### src/rtl/retro_vending_pkg.sv
// Shared types for the retro vending coin path.
// Coin values, FSM states and coin-select encoding.
package retro_vending_pkg;

  localparam int COIN_5  = 5;
  localparam int COIN_10 = 10;
  localparam int COIN_25 = 25;

  typedef enum logic [1:0] {
    IDLE,
    SELECT,
    EJECT,
    DONE
  } state_e;

  typedef enum logic [1:0] {
    C_NONE,
    C_5,
    C_10,
    C_25
  } coin_e;

  function automatic logic [4:0] coin_val(coin_e c);
    logic [4:0] v;
    unique case (c)
      C_25:   v = 5'(COIN_25);
      C_10:   v = 5'(COIN_10);
      C_5:    v = 5'(COIN_5);
      C_NONE: v = 5'd0;
    endcase
    return v;
  endfunction

endpackage

### src/rtl/change_dispenser_if.sv
// Vending-FSM / hopper side of the change dispenser.
// master drives requests and acks, slave is the dispenser.
interface change_dispenser_if #(
  parameter int AMT_W = 7
);

  logic             start;
  logic [AMT_W-1:0] amount;
  logic             refill;
  logic             coin_ack;
  logic             eject_25;
  logic             eject_10;
  logic             eject_5;
  logic             busy;
  logic             done;
  logic             short;
  logic             jam;
  logic [AMT_W-1:0] remaining;

  modport master (
    output start, amount, refill, coin_ack,
    input  eject_25, eject_10, eject_5,
    input  busy, done, short, jam, remaining
  );

  modport slave (
    input  start, amount, refill, coin_ack,
    output eject_25, eject_10, eject_5,
    output busy, done, short, jam, remaining
  );

endinterface

### src/rtl/coin_inventory.sv
// Per-denomination coin counters for the payout hopper.
// Refill wins over decrement and clear; clear empties a jammed tube.
module coin_inventory
  import retro_vending_pkg::*;
#(
  parameter int INV_W    = 4,
  parameter int INV_INIT = 8
) (
  input  logic  clk,
  input  logic  rst_n,
  input  logic  refill_i,
  input  coin_e dec_i,
  input  coin_e clr_i,
  output logic  inv_ok_25_o,
  output logic  inv_ok_10_o,
  output logic  inv_ok_5_o
);

  localparam logic [INV_W-1:0] FULL = INV_W'(INV_INIT);
  localparam logic [INV_W-1:0] ONE  = INV_W'(1);

  logic [INV_W-1:0] inv25_q, inv25_d;
  logic [INV_W-1:0] inv10_q, inv10_d;
  logic [INV_W-1:0] inv5_q,  inv5_d;

  always_comb begin
    inv25_d = inv25_q;
    inv10_d = inv10_q;
    inv5_d  = inv5_q;
    if (refill_i) begin
      inv25_d = FULL;
      inv10_d = FULL;
      inv5_d  = FULL;
    end else begin
      if (clr_i == C_25)      inv25_d = '0;
      else if (dec_i == C_25) inv25_d = inv25_q - ONE;
      if (clr_i == C_10)      inv10_d = '0;
      else if (dec_i == C_10) inv10_d = inv10_q - ONE;
      if (clr_i == C_5)       inv5_d  = '0;
      else if (dec_i == C_5)  inv5_d  = inv5_q - ONE;
    end
  end

  always_ff @(posedge clk or negedge rst_n) begin
    if (!rst_n) begin
      inv25_q <= FULL;
      inv10_q <= FULL;
      inv5_q  <= FULL;
    end else begin
      inv25_q <= inv25_d;
      inv10_q <= inv10_d;
      inv5_q  <= inv5_d;
    end
  end

  assign inv_ok_25_o = |inv25_q;
  assign inv_ok_10_o = |inv10_q;
  assign inv_ok_5_o  = |inv5_q;

endmodule

### src/rtl/change_dispenser.sv
// Greedy 25/10/5 change payout with hopper handshake.
// CHANGE_ACK_TIMEOUT_EN adds an ack-timeout jam detector.
module change_dispenser
  import retro_vending_pkg::*;
#(
  parameter int AMT_W    = 7,
  parameter int INV_W    = 4,
  parameter int INV_INIT = 8
`ifdef CHANGE_ACK_TIMEOUT_EN
  ,
  parameter int TIMEOUT_CYC = 15
`endif
) (
  input logic clk,
  input logic reset_n,
  change_dispenser_if.slave bus
);

  state_e           state_q, state_d;
  logic [AMT_W-1:0] rem_q, rem_d;
  coin_e            coin_q, coin_d;
  coin_e            pick, dec, clr;
  logic             short_q, short_d;
  logic             refill_go;
  logic             ok25, ok10, ok5;

`ifdef CHANGE_ACK_TIMEOUT_EN
  localparam int CNT_W = $clog2(TIMEOUT_CYC + 1);
  logic [CNT_W-1:0] cnt_q, cnt_d;
  logic             jam_q, jam_d;
`endif

  coin_inventory #(
    .INV_W    (INV_W),
    .INV_INIT (INV_INIT)
  ) u_inv (
    .clk         (clk),
    .rst_n       (reset_n),
    .refill_i    (refill_go),
    .dec_i       (dec),
    .clr_i       (clr),
    .inv_ok_25_o (ok25),
    .inv_ok_10_o (ok10),
    .inv_ok_5_o  (ok5)
  );

  // Largest affordable coin that is still in stock
  always_comb begin
    pick = C_NONE;
    if (ok25 && rem_q >= AMT_W'(COIN_25))      pick = C_25;
    else if (ok10 && rem_q >= AMT_W'(COIN_10)) pick = C_10;
    else if (ok5 && rem_q >= AMT_W'(COIN_5))   pick = C_5;
  end

  always_ff @(posedge clk or negedge reset_n) begin
    if (!reset_n) state_q <= IDLE;
    else          state_q <= state_d;
  end

  always_comb begin
    state_d   = state_q;
    rem_d     = rem_q;
    coin_d    = coin_q;
    short_d   = short_q;
    dec       = C_NONE;
    clr       = C_NONE;
    refill_go = 1'b0;
`ifdef CHANGE_ACK_TIMEOUT_EN
    cnt_d     = cnt_q;
    jam_d     = jam_q;
`endif
    unique case (state_q)
      IDLE: begin
        refill_go = bus.refill;
        if (bus.start) begin
          rem_d   = bus.amount;
          short_d = 1'b0;
`ifdef CHANGE_ACK_TIMEOUT_EN
          jam_d   = 1'b0;
`endif
          state_d = SELECT;
        end
      end
      SELECT: begin
        if (pick != C_NONE) begin
          coin_d  = pick;
`ifdef CHANGE_ACK_TIMEOUT_EN
          cnt_d   = '0;
`endif
          state_d = EJECT;
        end else begin
          short_d = (rem_q != '0);
          state_d = DONE;
        end
      end
      EJECT: begin
        if (bus.coin_ack) begin
          rem_d   = rem_q - AMT_W'(coin_val(coin_q));
          dec     = coin_q;
          coin_d  = C_NONE;
          state_d = SELECT;
        end
`ifdef CHANGE_ACK_TIMEOUT_EN
        else if (cnt_q == CNT_W'(TIMEOUT_CYC - 1)) begin
          clr     = coin_q;
          coin_d  = C_NONE;
          short_d = 1'b1;
          jam_d   = 1'b1;
          state_d = DONE;
        end else begin
          cnt_d = cnt_q + CNT_W'(1);
        end
`endif
      end
      DONE: state_d = IDLE;
    endcase
  end

  always_ff @(posedge clk or negedge reset_n) begin
    if (!reset_n) begin
      rem_q   <= '0;
      coin_q  <= C_NONE;
      short_q <= 1'b0;
`ifdef CHANGE_ACK_TIMEOUT_EN
      cnt_q   <= '0;
      jam_q   <= 1'b0;
`endif
    end else begin
      rem_q   <= rem_d;
      coin_q  <= coin_d;
      short_q <= short_d;
`ifdef CHANGE_ACK_TIMEOUT_EN
      cnt_q   <= cnt_d;
      jam_q   <= jam_d;
`endif
    end
  end

  always_comb begin
    bus.eject_25 = 1'b0;
    bus.eject_10 = 1'b0;
    bus.eject_5  = 1'b0;
    bus.busy     = (state_q != IDLE);
    bus.done     = (state_q == DONE);
    if (state_q == EJECT) begin
      unique case (1'b1)
        (coin_q == C_25): bus.eject_25 = 1'b1;
        (coin_q == C_10): bus.eject_10 = 1'b1;
        (coin_q == C_5):  bus.eject_5  = 1'b1;
        default: ;
      endcase
    end
  end

  assign bus.remaining = rem_q;
  assign bus.short     = short_q;
`ifdef CHANGE_ACK_TIMEOUT_EN
  assign bus.jam       = jam_q;
`else
  assign bus.jam       = 1'b0;
`endif

endmodule
### src/flat_wrapper.sv
// flat-port wrapper written by rule: the top's interface ports become plain ports
module change_dispenser_flat import retro_vending_pkg::*;
#(
  parameter int AMT_W    = 7,
  parameter int INV_W    = 4,
  parameter int INV_INIT = 8

)
  (clk, reset_n, bus_start, bus_amount, bus_refill, bus_coin_ack, bus_eject_25, bus_eject_10, bus_eject_5, bus_busy, bus_done, bus_short, bus_jam, bus_remaining);
  change_dispenser_if #(.AMT_W(AMT_W)) bus_i ();
  input logic clk;
  input logic reset_n;
  input wire logic [$bits(bus_i.start)-1:0] bus_start;
  input wire logic [$bits(bus_i.amount)-1:0] bus_amount;
  input wire logic [$bits(bus_i.refill)-1:0] bus_refill;
  input wire logic [$bits(bus_i.coin_ack)-1:0] bus_coin_ack;
  output wire logic [$bits(bus_i.eject_25)-1:0] bus_eject_25;
  output wire logic [$bits(bus_i.eject_10)-1:0] bus_eject_10;
  output wire logic [$bits(bus_i.eject_5)-1:0] bus_eject_5;
  output wire logic [$bits(bus_i.busy)-1:0] bus_busy;
  output wire logic [$bits(bus_i.done)-1:0] bus_done;
  output wire logic [$bits(bus_i.short)-1:0] bus_short;
  output wire logic [$bits(bus_i.jam)-1:0] bus_jam;
  output wire logic [$bits(bus_i.remaining)-1:0] bus_remaining;
  assign bus_i.start = bus_start;
  assign bus_i.amount = bus_amount;
  assign bus_i.refill = bus_refill;
  assign bus_i.coin_ack = bus_coin_ack;
  assign bus_eject_25 = bus_i.eject_25;
  assign bus_eject_10 = bus_i.eject_10;
  assign bus_eject_5 = bus_i.eject_5;
  assign bus_busy = bus_i.busy;
  assign bus_done = bus_i.done;
  assign bus_short = bus_i.short;
  assign bus_jam = bus_i.jam;
  assign bus_remaining = bus_i.remaining;
  change_dispenser #(.AMT_W(AMT_W), .INV_W(INV_W), .INV_INIT(INV_INIT)) u_core (.clk(clk), .reset_n(reset_n), .bus(bus_i));
endmodule
### config.mk
export PLATFORM = sky130hd
export DESIGN_NAME = change_dispenser_flat
export DESIGN_NICKNAME = d
export VERILOG_FILES = /design/src/rtl/retro_vending_pkg.sv /design/src/rtl/change_dispenser_if.sv /design/src/rtl/coin_inventory.sv /design/src/rtl/change_dispenser.sv /design/src/flat_wrapper.sv
export SDC_FILE = /design/constraint.sdc
export NUM_CORES = 1
export LEC_CHECK = 0
export CORE_MARGIN = 3
export CORE_UTILIZATION = 53
export DETAILED_ROUTE_END_ITERATION = 6
export PLACE_DENSITY_LB_ADDON = 0.25
export SYNTH_ARGS = -nofsm -noshare
export SYNTH_HDL_FRONTEND = slang
export SYNTH_HIERARCHICAL = 1
export SYNTH_SLANG_ARGS = --single-unit
export TNS_END_PERCENT = 1
### constraint.sdc
create_clock -name clk -period 2.55 [get_ports clk]
set_clock_uncertainty 0.05 [all_clocks]
set_input_delay 0.51 -clock clk [delete_from_list [all_inputs] [get_ports clk]]
set_output_delay 0.51 -clock clk [all_outputs]
set_load 0.02 [all_outputs]
== Word-level counts from Yosys, hierarchy flattened ==
Index checks and enable logic that the tools add are counted.

* Memory bits (writable): 0
* Word-level logic and storage cells: 82
* Bits in latches: 0
* Memories: 0
* Output and inout port bits: 14
* Register bits after elaboration: 24
* Memory bits (read-only): 0

* Multipliers: 0
* Multiplexer cells: 34
* Add/sub/neg operators: 4
* Div/mod/pow operators: 0
* Bitwise logic cells: 0
* Reduce and logical (&&, ||, !) cells: 21
* Shift operators: 0
* Eq/ne operators: 13
* Magnitude comparators: 3

{| class="wikitable"
|+ Operator list
! cell !! count
|-
| 4-bit two-way mux || 6
|-
| 5-bit case mux with 4 select lines || 1
|-
| 2-bit two-way mux || 8
|-
| 2-bit nonzero test || 8
|-
| 7-bit two-way mux || 2
|-
| 7-bit case mux with 2 select lines || 1
|-
| 2-bit equality test, second input constant || 6
|-
| 4-bit OR reduction || 3
|-
| 4-bit by 1-bit subtractor with 4-bit output, second input constant || 3
|-
| 1-bit two-way mux || 11
|-
| 5-bit two-way mux || 2
|-
| 3-bit AND reduction || 3
|-
| 2-bit case mux with 4 select lines || 1
|-
| 7-bit by 3-bit greater-or-equal comparator with 1-bit output, second input constant || 1
|-
| 7-bit by 4-bit greater-or-equal comparator with 1-bit output, second input constant || 1
|-
| 7-bit by 5-bit greater-or-equal comparator with 1-bit output, second input constant || 1
|-
| 7-bit nonzero test || 1
|-
| 7-bit by 5-bit subtractor with 7-bit output || 1
|-
| 2-bit by 1-bit equality test with 1-bit output, second input constant || 3
|-
| 2-bit != test, second input constant || 3
|-
| 2-bit logical NOT || 2
|-
| 2-bit case mux with 2 select lines || 1
|-
| 1-bit logical AND || 3
|-
| 2-bit by 1-bit != test with 1-bit output, second input constant || 1
|-
| 2 further kinds || 2
|}

== Longest topological paths before layout ==
Gate-level depths: netlist (run 1).

* Depth after elaboration: 8
* Gate-level depth with buffers: 8

== By module ==
The synthesis (run 1) kept the hierarchy.

{| class="wikitable"
|+ By module, submodules not included
! module !! area each (um2) !! cells each !! times used !! seq. area each (um2)
|-
| change_dispenser || 959.7 || 119 || 1 || 300.3
|-
| coin_inventory || 710.7 || 75 || 1 || 304.0
|}

== Worst setup path before layout (run 1) ==
OpenSTA, ideal clock, no wires.

* Kind: flip-flop to flip-flop
* Start: register u_core.rem_q[0] (netlist: u_core/bus.remaining[0])
* End: register u_core.rem_q[6] (netlist: u_core/bus.remaining[6])
* Clock period less this slack: 2.036 ns
* Path buffers: 0
* Path slack: 0.514 ns
* Cell stages (with the launch flop): 9
* Arrival: 1.860 ns
* Required time: 2.374 ns
* Cell sequence: dfrtp_1 -> inv_1 -> ha_1 -> fa_1 -> nand2b_1 -> a21oi_1 -> nor3_1 -> o21a_1 -> o32a_1

* Cells in the longest elaborated chain, start to end: 3

{| class="wikitable"
|+ Ends and longest elaborated chain
! element !! RTL line !! text
|-
| from (decl) || change_dispenser.sv:20 || <nowiki>logic [AMT_W-1:0] rem_q, rem_d;</nowiki>
|-
| from (signal assigned) || change_dispenser.sv:129 || <nowiki>rem_q <= rem_d;</nowiki>
|-
| 7-bit by 5-bit subtractor with 7-bit output || change_dispenser.sv:98 || <nowiki>rem_d = rem_q - AMT_W'(coin_val(coin_q));</nowiki>
|-
| 7-bit two-way mux || change_dispenser.sv:97 || <nowiki>if (bus.coin_ack) begin</nowiki>
|-
| 7-bit case mux with 2 select lines || change_dispenser.sv:72 || <nowiki>unique case (state_q)</nowiki>
|}

Every way passes these cells. The select of a mux whose other input is x is not followed.
A chain may end at the register's enable or synchronous reset.

== Worst setup path in the final report (run 1) ==
* Start: register u_core.state_q[0]
* End: output port bus_eject_5

* Cells in the longest elaborated chain, start to end: 2

{| class="wikitable"
|+ Ends and longest elaborated chain
! element !! RTL line !! text
|-
| from (decl) || change_dispenser.sv:19 || <nowiki>state_e state_q, state_d;</nowiki>
|-
| from (signal assigned) || change_dispenser.sv:57 || <nowiki>else state_q <= state_d;</nowiki>
|-
| 2-bit equality test || change_dispenser.sv:145 || <nowiki>if (state_q == EJECT) begin</nowiki>
|-
| 1-bit two-way mux || change_dispenser.sv:145 ||
|-
| to (decl) || flat_wrapper.sv:19 || <nowiki>output wire logic [$bits(bus_i.eject_5)-1:0] bus_eject_5;</nowiki>
|}

Every way passes these cells.

==> results of run 1 <==
path summary, 6_finish.rpt:
| path | slack, ns | endpoint | start | depth (start not counted) |
|---|---|---|---|---|
| setup / recovery | 0.13 | bus_eject_5 | u_core/state_q[0] | 3 |
| hold / removal | 0.48 | u_core/bus.remaining[3] | reset_n | 2 |
| setup reg to reg | 0.40 | u_core/bus.remaining[6] | u_core/coin_q[0] | 8 |
| hold reg to reg | 0.51 | u_core/u_inv/inv25_q[3] | u_core/u_inv/inv25_q[1] | 2 |
| max in group asynchronous | 1.68 | u_core/u_inv/inv10_q[3] | reset_n | 2 |
| min in group clk | 0.51 | u_core/u_inv/inv25_q[3] | u_core/u_inv/inv25_q[1] | 2 |
routing by layer:
layer,part of all wire,global-route usage
met1,0.45,0.266
met2,0.49,0.374
met3,0.047,0.0306
met4,0.0095,0.0635
met5,0,0
logic make-up (layout without fill, tap and decap cells):
family	after synthesis	count (layout)	synth area share
xor+xnor	7	7	0.0367
flops	24	24	0.362
simple gates	92	92	0.311
other cells	1	7	0.00225
buf+inv	19	44	0.0502
compound gates	41	41	0.160
fa+ha+maj	9	9	0.0719
mux	1	1	0.00599
report_power, final:
part | internal (mW) | total [mW] | switching (mW)
registers | 0.538 | 0.754 | 0.216
logic | 0.645 | 1.45 | 0.809
clock network | 0.159 | 0.281 | 0.122
layout make-up:
cell class                 count  area, um2  share of cell area
clock buffer                   3       22.5              0.0111
clock inverter                 1       30.0              0.0148
inverter                      13       48.8              0.0240
multi-input combinational    157       1010               0.497
sequential                    24        606               0.298
tap                           42       52.6              0.0259
timing repair buffer          27        263               0.129
layout by cell type, fill, tap and decap left out, types with 4 or more instances in the layout:
| cell type | n |
|---|---|
| sky130_fd_sc_hd__nor2_1 | 26 |
| sky130_fd_sc_hd__clkdlybuf4s50_1 | 24 |
| sky130_fd_sc_hd__dfrtp_1 | 20 |
| sky130_fd_sc_hd__nand2_1 | 13 |
| sky130_fd_sc_hd__inv_1 | 13 |
| sky130_fd_sc_hd__a21oi_1 | 11 |
| sky130_fd_sc_hd__nor3_1 | 10 |
| sky130_fd_sc_hd__nand2b_1 | 8 |
| sky130_fd_sc_hd__ha_1 | 8 |
| sky130_fd_sc_hd__conb_1 | 7 |
| sky130_fd_sc_hd__o21ai_0 | 6 |
| sky130_fd_sc_hd__nor2b_1 | 5 |
| sky130_fd_sc_hd__a31oi_1 | 4 |
| sky130_fd_sc_hd__nand3b_1 | 4 |
| sky130_fd_sc_hd__a211oi_1 | 4 |
| sky130_fd_sc_hd__xnor2_1 | 4 |
sequential cells by signal, summed over array words and instances, names as in the netlist:
signal                flops
u_core/coin_q             2
u_core/u_inv/inv5_q       4
u_core/u_inv/inv10_q      4
u_core/bus.remaining      7
u_core/bus.short          1
u_core/u_inv/inv25_q      4
u_core/state_q            2
timing repair:
item	CTS	global route
hold buffers	0	0
gates resized for setup	1	1
endpoints found under the setup margin	1	2
==> flow_results.org, run 1 <==
** Run status
- Status :: finished clean

** Placed design
- Pre-CTS setup slack :: 0.382 ns
- Routability-driven placement finished with a final weighted congestion of 0.872.
- Sum of net half-perimeters after detailed placement :: 2890 um
- Port Buffers :: 24
- After detailed placement, the design holds a cell count of 263.
- Area after detailed placement :: 1970 um2

** STA
- For the final routed database, the setup TNS stands at 0 ns.
- Once routing completed, OpenROAD measured the worst setup slack at 0.130 ns.
- Setup violations remaining at the end of the flow were counted as 0.
- The final-report hold violation count came to 0.
- Tightest hold margin :: 0.483 ns
- Based on the critical path, the design can be clocked at up to 0.413 GHz.
- Dividing the final minimum period by the clock period gives 0.949.
- Setup repair after global routing missed its margin :: false
- Pins Over Slew Limit :: 0
- Counting I/O delays and the setup requirement, the final critical path takes 2.42 ns.

** Synthesis
- For this run, asynchronously set or reset flops after synthesis account for 1.00.
- Count of warnings emitted by yosys :: 6
- Most frequent cell after synthesis :: sky130_fd_sc_hd__nor2_1
- After technology mapping, the gate count stands at 194.
- Post-synth top flop :: sky130_fd_sc_hd__dfrtp_1
- Ranking of synthesized cells by instance count :: sky130_fd_sc_hd__nor2_1, sky130_fd_sc_hd__dfrtp_1, sky130_fd_sc_hd__inv_1, sky130_fd_sc_hd__nand2_1, sky130_fd_sc_hd__a21oi_1
- The cell area that synthesis handed to floorplanning was 1670 um2.
- Counting distinct cell types in the post-synthesis netlist gives 49.
- In this run, synthesis inferred 0 flip-flops with an integrated enable.
- A synthesized cell averages 8.61 um2.
- Cell types with the largest area share after synthesis :: sky130_fd_sc_hd__dfrtp_1, sky130_fd_sc_hd__ha_1, sky130_fd_sc_hd__nor2_1, sky130_fd_sc_hd__dfstp_2, sky130_fd_sc_hd__a21oi_1
- The synthesized design contains 24 register bits.
- Sequential fraction of the synthesis area :: 0.362
- Of the post-synthesis cell area, the dominant cell type holds 0.315.
- Cell type with the highest aggregate area in the netlist :: sky130_fd_sc_hd__dfrtp_1

** Drt
- In the routed design, unresolved DRC markers number 0.
- In this run the remaining antenna-violating nets after routing total 0.
- Vias per std cell :: 5.52
- DRC marker count from the first detailed-route iteration :: 84
- Total vias in the final route :: 1473
- Final wirelength :: 3790 um
- The first detailed-routing pass took 4 iterations.
- Dividing the detail-routed wire length by the instance count gives 14.2 um.

** Die
- Initial core utilization :: 0.581
- 26 I/O pins were placed.
- The floorplan step set the die height to 62.1 um.
- Die X-Extent :: 62.1 um
- In this run the core area contains 19 standard-cell rows.
- Area of the die :: 3860 um2
- After floorplanning, the core was sized to cover 2880 um2.

** Power and ir drop
- Power spread over the standard cell area amounts to 1220 nW/um2.
- The analysis attributes to cell leakage a power of 0.870 nW.
- Power comes to 2.49 mW.
- Across the VDD grid, the largest voltage drop is 0.718 mV.

** Critical path
- Data arrives at the worst endpoint at 1.86 ns.
- For this design, the slowest cell found on the critical path is sky130_fd_sc_hd__clkdlybuf4s50_1.
- Together, buffers and inverters on the worst path number 1.
- Required @ worst endpoint :: 1.99 ns
- The cell family contributing the most delay on the critical path is buffers and inverters.
- Endpoint kind of the worst setup timing path :: primary output
- Critical path launch point type :: flip-flop
- The critical path in this run is classified as reg2out.
- The largest single stage delay on the critical path is 0.61 ns.
- Max FO, Critical Path :: 10
- Worst-path cell chain :: nor2b_4 -> and3_1 -> clkdlybuf4s50_1

** Clocking
- In this run the post-CTS setup repair buffer count came out at 0.
- For this design, the sink count on the clock tree is 24.
- Clock root cell :: sky130_fd_sc_hd__clkbuf_4
- Clock tree synthesis inserted a total of 3 buffers.
- Maximum buffer depth of the clock tree :: 2
- TritonCTS built the clock tree.
- At the later pin of the worst-skew pair, clock insertion delay measures 0.32 ns.
- CTS built an H-tree with a depth of 1.
- Clock-pin slew was measured on the worst setup and hold paths at 0.14 ns.

** GRT
- All-layer global routing usage :: 0.211
- Initial antenna violation count :: 0
- Entering global routing, the biggest net connects 25 pins.
- After global routing the overflow that remains totals 0.
- Number of global-route vias before repair :: 1521
- The first global-routing pass estimated 6740 um of wire.

** Cells and area
- For this run, the share of the core covered by cells in the final layout is 0.706.
- Of the cells placed in the final design, the portion with a size suffix greater than 1 is 0.111.
- Relative to the synthesized area, the layout overhead comes to 21.6%.
- Final-stage net count :: 247
- The count of cells in the finished layout, fillers not included, comes to 267.
- The filler cells instantiated in the layout total 225.
- Antenna Diode Count :: 0
- Non-Filler Cell Area, Final :: 2030 um2

** Worst hold path
- Worst hold-check path type :: in2async

** Run
- Max-cap violations in this run came to 0.
Note: power is estimated with default switching activity, not from simulation.
==> run 2: changes to the inputs <==
--- a/config.mk
+++ b/config.mk
@@ -5,12 +5,13 @@
 export SDC_FILE = /design/constraint.sdc
 export NUM_CORES = 1
 export LEC_CHECK = 0
+export ABC_AREA = 1
 export CORE_MARGIN = 3
-export CORE_UTILIZATION = 53
+export CORE_UTILIZATION = 60
 export DETAILED_ROUTE_END_ITERATION = 6
+export DONT_BUFFER_PORTS = 1
 export PLACE_DENSITY_LB_ADDON = 0.25
 export SYNTH_ARGS = -nofsm -noshare
 export SYNTH_HDL_FRONTEND = slang
-export SYNTH_HIERARCHICAL = 1
 export SYNTH_SLANG_ARGS = --single-unit
 export TNS_END_PERCENT = 1
==> run 2 against run 1 <==
Combinational power about the same. Clock power decreased by 2%. Final cell count decreased by 4.1%. Non-clock buffer count decreased by 25. Setup slack improved by 0.21 ns. Clock-buffer cell count unchanged. Register-to-register slack got worse by 0.06 ns. Largest power group unchanged. Critical path depth increased by 6. Design area decreased by 12%. Routed wire length decreased by 10%. Die area decreased by 9.9%. Core utilization decreased by 1.3 points.
==> flow_results.org, run 2 <==
** Synthesis
- Post-synthesis xor/xnor area fraction :: 0.0156 (-0.0211)
- The number of synthesized flops with an enable pin came to 0 (unchanged).
- The per-instance average area after synthesis came to 7.55 um2 (-12%).
- Largest family of logic cells by synthesized area :: simple AND/OR/NAND/NOR gates
- The top-area cell type share of the netlist area came to 0.312 (-0.00257).
- By instance count, the leading cell after synthesis is sky130_fd_sc_hd__nand2_1.
- The synthesis warning total was 0 (-6).
- Cell type with the highest aggregate area in the netlist :: sky130_fd_sc_hd__dfrtp_1
- Cell types with the largest area share after synthesis :: sky130_fd_sc_hd__dfrtp_1, sky130_fd_sc_hd__nand2_1, sky130_fd_sc_hd__ha_1, sky130_fd_sc_hd__inv_1, sky130_fd_sc_hd__dfstp_2
- Synthesis produced a netlist with a net count of 247.
- Post-Synth Simple-Gate Area :: 0.305 (-0.00626)
- The distinct cell type count of the synthesized netlist is 31 (-37%).
- Sorting the synthesized cells by how often they occur yields sky130_fd_sc_hd__nand2_1, sky130_fd_sc_hd__inv_1, sky130_fd_sc_hd__dfrtp_1, sky130_fd_sc_hd__nor2_1, sky130_fd_sc_hd__o21ai_0.
- The mux share of post-synthesis cell area was 0 (-0.00599).
- The synthesized cell area came to 1680 um2 (+0.82%).
- Synthesized-area fraction occupied by adder cells :: 0.0936 (+0.0217)
- The sequential fraction of the synthesis area came to 0.359 (-0.00296).
- Compound-gate portion of the synthesized area :: 0.129 (-0.0318)
- Ys async rst share :: 1.00 (unchanged)
- The total of flip-flops plus latches after synthesis is 24 (unchanged).
- The gate count after technology mapping is 223 (+15%).
- Post-synth top flop :: sky130_fd_sc_hd__dfrtp_1

** Critical path
- The worst-path maximum fanout came to 4 (-6).
- The startpoint identified for the worst register-to-register timing path is u_core.bus.remaining[0].
- Worst-path cell chain :: inv_1 -> ha_1 -> fa_1 -> o21ai_0 -> nand2_1 -> nand3_1 -> nand3_1 -> nand2_1 -> nand2_1
- Critical path's most frequent cell :: sky130_fd_sc_hd__nand2_1
- Classification of the worst setup path :: reg2reg
- Data arrival time of the worst path :: 2.39 ns (+0.53 ns)
- The largest individual stage delay along the critical path comes from the cell sky130_fd_sc_hd__dfrtp_1.
- The critical path ends at u_core.bus.remaining[6].
- Critical path launch point :: u_core.bus.remaining[0]
- The endpoint identified for the worst register-to-register timing path is u_core.bus.remaining[6].
- The worst-case register-to-register setup slack came to 0.34 ns (-0.06 ns).
- The depth of the most critical reg-to-reg path was 9 (+1).
- The data required time of the critical path came to 2.73 ns (+0.74 ns).
- STA classifies the critical path startpoint as a flip-flop.
- Endpoint kind of the worst setup timing path :: flip-flop
- Worst stage delay on the critical path :: 0.51 ns (-0.10 ns)

** Clocking
- CTS tree :: done
- The clock-pin slew reported for the worst setup and hold paths after clock tree synthesis was 0.14 ns (about the same).
- The level count of the clock H-tree was 1 (unchanged).
- The number of gates resized after CTS was 0 (-1).
- The clock buffer count from CTS was 3 (unchanged).
- The number of sinks handled by clock tree synthesis is 24 (unchanged).
- The number of buffers added for setup after CTS was 0 (unchanged).
- Clock root cell :: sky130_fd_sc_hd__clkbuf_4
- Hold-fix buffer count after cts :: 2 (+2)
- Clock Latency Late Sink :: 0.31 ns (about the same)
- The maximum number of buffers from clock root to sink is 2 (unchanged).

** Cells and area
- Commonest non-fill, non-tap cell in the layout :: sky130_fd_sc_hd__nand2_1
- # fillers :: 209 (-7.1%)
- Sequential standard cell area :: 604 um2 (-0.21%)
- Antenna Diode Count :: 0 (unchanged)
- Final-stage net count :: 251 (+1.6%)
- The share of final-layout standard cells stronger than drive strength 1 was 0.128 (+0.0172).
- Area grow syn2layout :: 5.72%
- Leaving out fill and tap cells, the most frequent cells in the layout are sky130_fd_sc_hd__nand2_1, sky130_fd_sc_hd__inv_1, sky130_fd_sc_hd__nor2_1, sky130_fd_sc_hd__dfrtp_1, sky130_fd_sc_hd__o21ai_0.
- The flip-flop count of the largest register after layout is 7 (unchanged).
- The multi-input combinational cell area came to 917 um2 (-9.2%).

** Die
- Number of primary I/O pins :: 26 (unchanged)
- The area of the placeable core came to 2570 um2 (-11%).
- Area of the die :: 3480 um2 (-9.9%)
- The starting density of the core came to 0.656 (+0.0753).
- Number of placement rows :: 18 (-1)
- The vertical die dimension came to 59.0 um (-5.1%).
- Die X-Extent :: 59.0 um (-5.1%)

** Drt
- DRC marker count from the first detailed-route iteration :: 70 (-17%)
- The remaining routing DRC violations came to 0 (unchanged).
- Antenna Violating Nets Remaining :: 0 (unchanged)
- The met2 wire length was 1780 um (-4.4%).
- Final wirelength :: 3410 um (-10%)
- Total vias in the final route :: 1423 (-3.4%)
- The highest metal layer carrying signal wires in the routed design is met4.
- Count of TritonRoute iterations in the first routing pass :: 4 (unchanged)
- The wire length on met1 was 1410 um (-18%).
- Vias per std cell :: 5.56 (+0.76%)
- Met3 WL post-DR :: 139 um (-21%)
- The average routed wire per standard cell was 13.3 um (-6.1%).

** Placed design
- Routability cong. :: 0.875 (+0.34%)
- The number of I/O port buffers is 0 (-100%).
- Sum of net half-perimeters after detailed placement :: 2690 um (-6.9%)

** STA
- Final Cycle Share :: 0.868 (-0.0812)
- Setup repair after global routing left no endpoint under its margin.
- Achievable clock frequency :: 0.452 GHz (+9.4%)
- Tightest hold margin :: 0.318 ns (-0.165 ns)
- The max-slew violation count came to 0 (unchanged).
- Summed negative setup slack over all endpoints :: 0 ns (unchanged)
- The number of failing setup endpoints in the final timing report came to 0 (unchanged).
- Minimum clock period :: 2.21 ns (-0.207 ns)
- Hold Fails Final Rpt :: 0 (unchanged)

** GRT
- The number of global-route vias before repair was 1458 (-4.1%).
- All-layer global routing usage :: 0.213 (+0.00178)
- The maximum number of pins on one net before global-route repair was 25 (unchanged).
- The wire length of the first global-routing pass was 5750 um (-15%).
- The leftover overflow at the end of global routing is 0 (unchanged).
- The initial antenna violation count came to 0 (unchanged).

** Run status
- The run finished with clean final reports.

** Worst hold path
- Worst hold-check path type :: in2reg

** Power and ir drop
- The maximum ir drop on the vdd rail was 0.954 mV (+33%).
- Lkg Pwr :: 0.877 nW (+0.82%)
- Power density over cell area :: 1420 nW/um2 (+16%)

** Run
- The number of max-capacitance violations reported was 0 (unchanged).
[run 2: logic make-up after synthesis]
| kind of cell | count (synthesis) |
|---|---|
| compound gates | 38 |
| flops | 24 |
| other cells | 1 |
| simple gates | 105 |
| buf+inv | 40 |
| fa+ha+maj | 12 |
| xor+xnor | 3 |
[run 2: how the worst min path moves through the flow]
stage	to	startpoint	cells after the start	slack [ns]
after global routing	u_core.bus.remaining[2]	bus_amount[2]	2	0.31
after global placement	u_core.bus.remaining[1]	reset_n	0	0.16
final	u_core.bus.remaining[0]	bus_amount[0]	2	0.32
after detailed placement	u_core.bus.remaining[1]	reset_n	0	0.16
after floorplan	u_core.bus.remaining[0]	reset_n	0	0.16
after CTS	u_core.bus.remaining[1]	bus_amount[1]	2	0.30
[run 2: area by class of cell]
| class | count | area share |
|---|---|---|
| Multi-Input combinational cell | 159 | 0.515 |
| Sequential cell | 24 | 0.339 |
| Inverter | 37 | 0.0780 |
| Tap cell | 30 | 0.0211 |
| Clock inverter | 1 | 0.0169 |
| Timing Repair Buffer | 2 | 0.0169 |
| Clock buffer | 3 | 0.0126 |
[run 2: metrics by stage]
stage | util | std cells | setup slack (ns) | instance area, um2 | power [mW]
floorplan | - | 223 | 0.638 | 1680 | 1.97
global placement | 0.661 | 250 | 0.516 | 1700 | 2.16
detailed placement | 0.661 | 250 | 0.389 | 1700 | 2.24
CTS | 0.693 | 256 | 0.356 | 1780 | 2.54
global route | 0.693 | 256 | 0.207 | 1780 | 2.79
finish | 0.693 | 256 | 0.337 | 1780 | 2.54
[run 2: report_power, final]
| part | switching, mW | internal [mW] | leakage (nW) |
|---|---|---|---|
| logic | 0.938 | 0.507 | 0.547 |
| registers | 0.250 | 0.564 | 0.302 |
| clock network | 0.117 | 0.159 | 0.0279 |
| total | 1.30 | 1.23 | 0.877 |
[run 2: worst max-delay path: cells and delay by family, from the launching register on]
kind | cells | cell delay [ns]
buf+inv | 1 | 0.12
fa+ha+maj | 2 | 0.66
compound gates | 1 | 0.34
flops | 1 | 0.51
simple gates | 5 | 0.44
[run 2: routing by layer]
metal,GRT usage,up-vias
met5,0,-
met4,0.100,0
met3,0.0327,10
met2,0.399,38
met1,0.231,661
li1,-,714
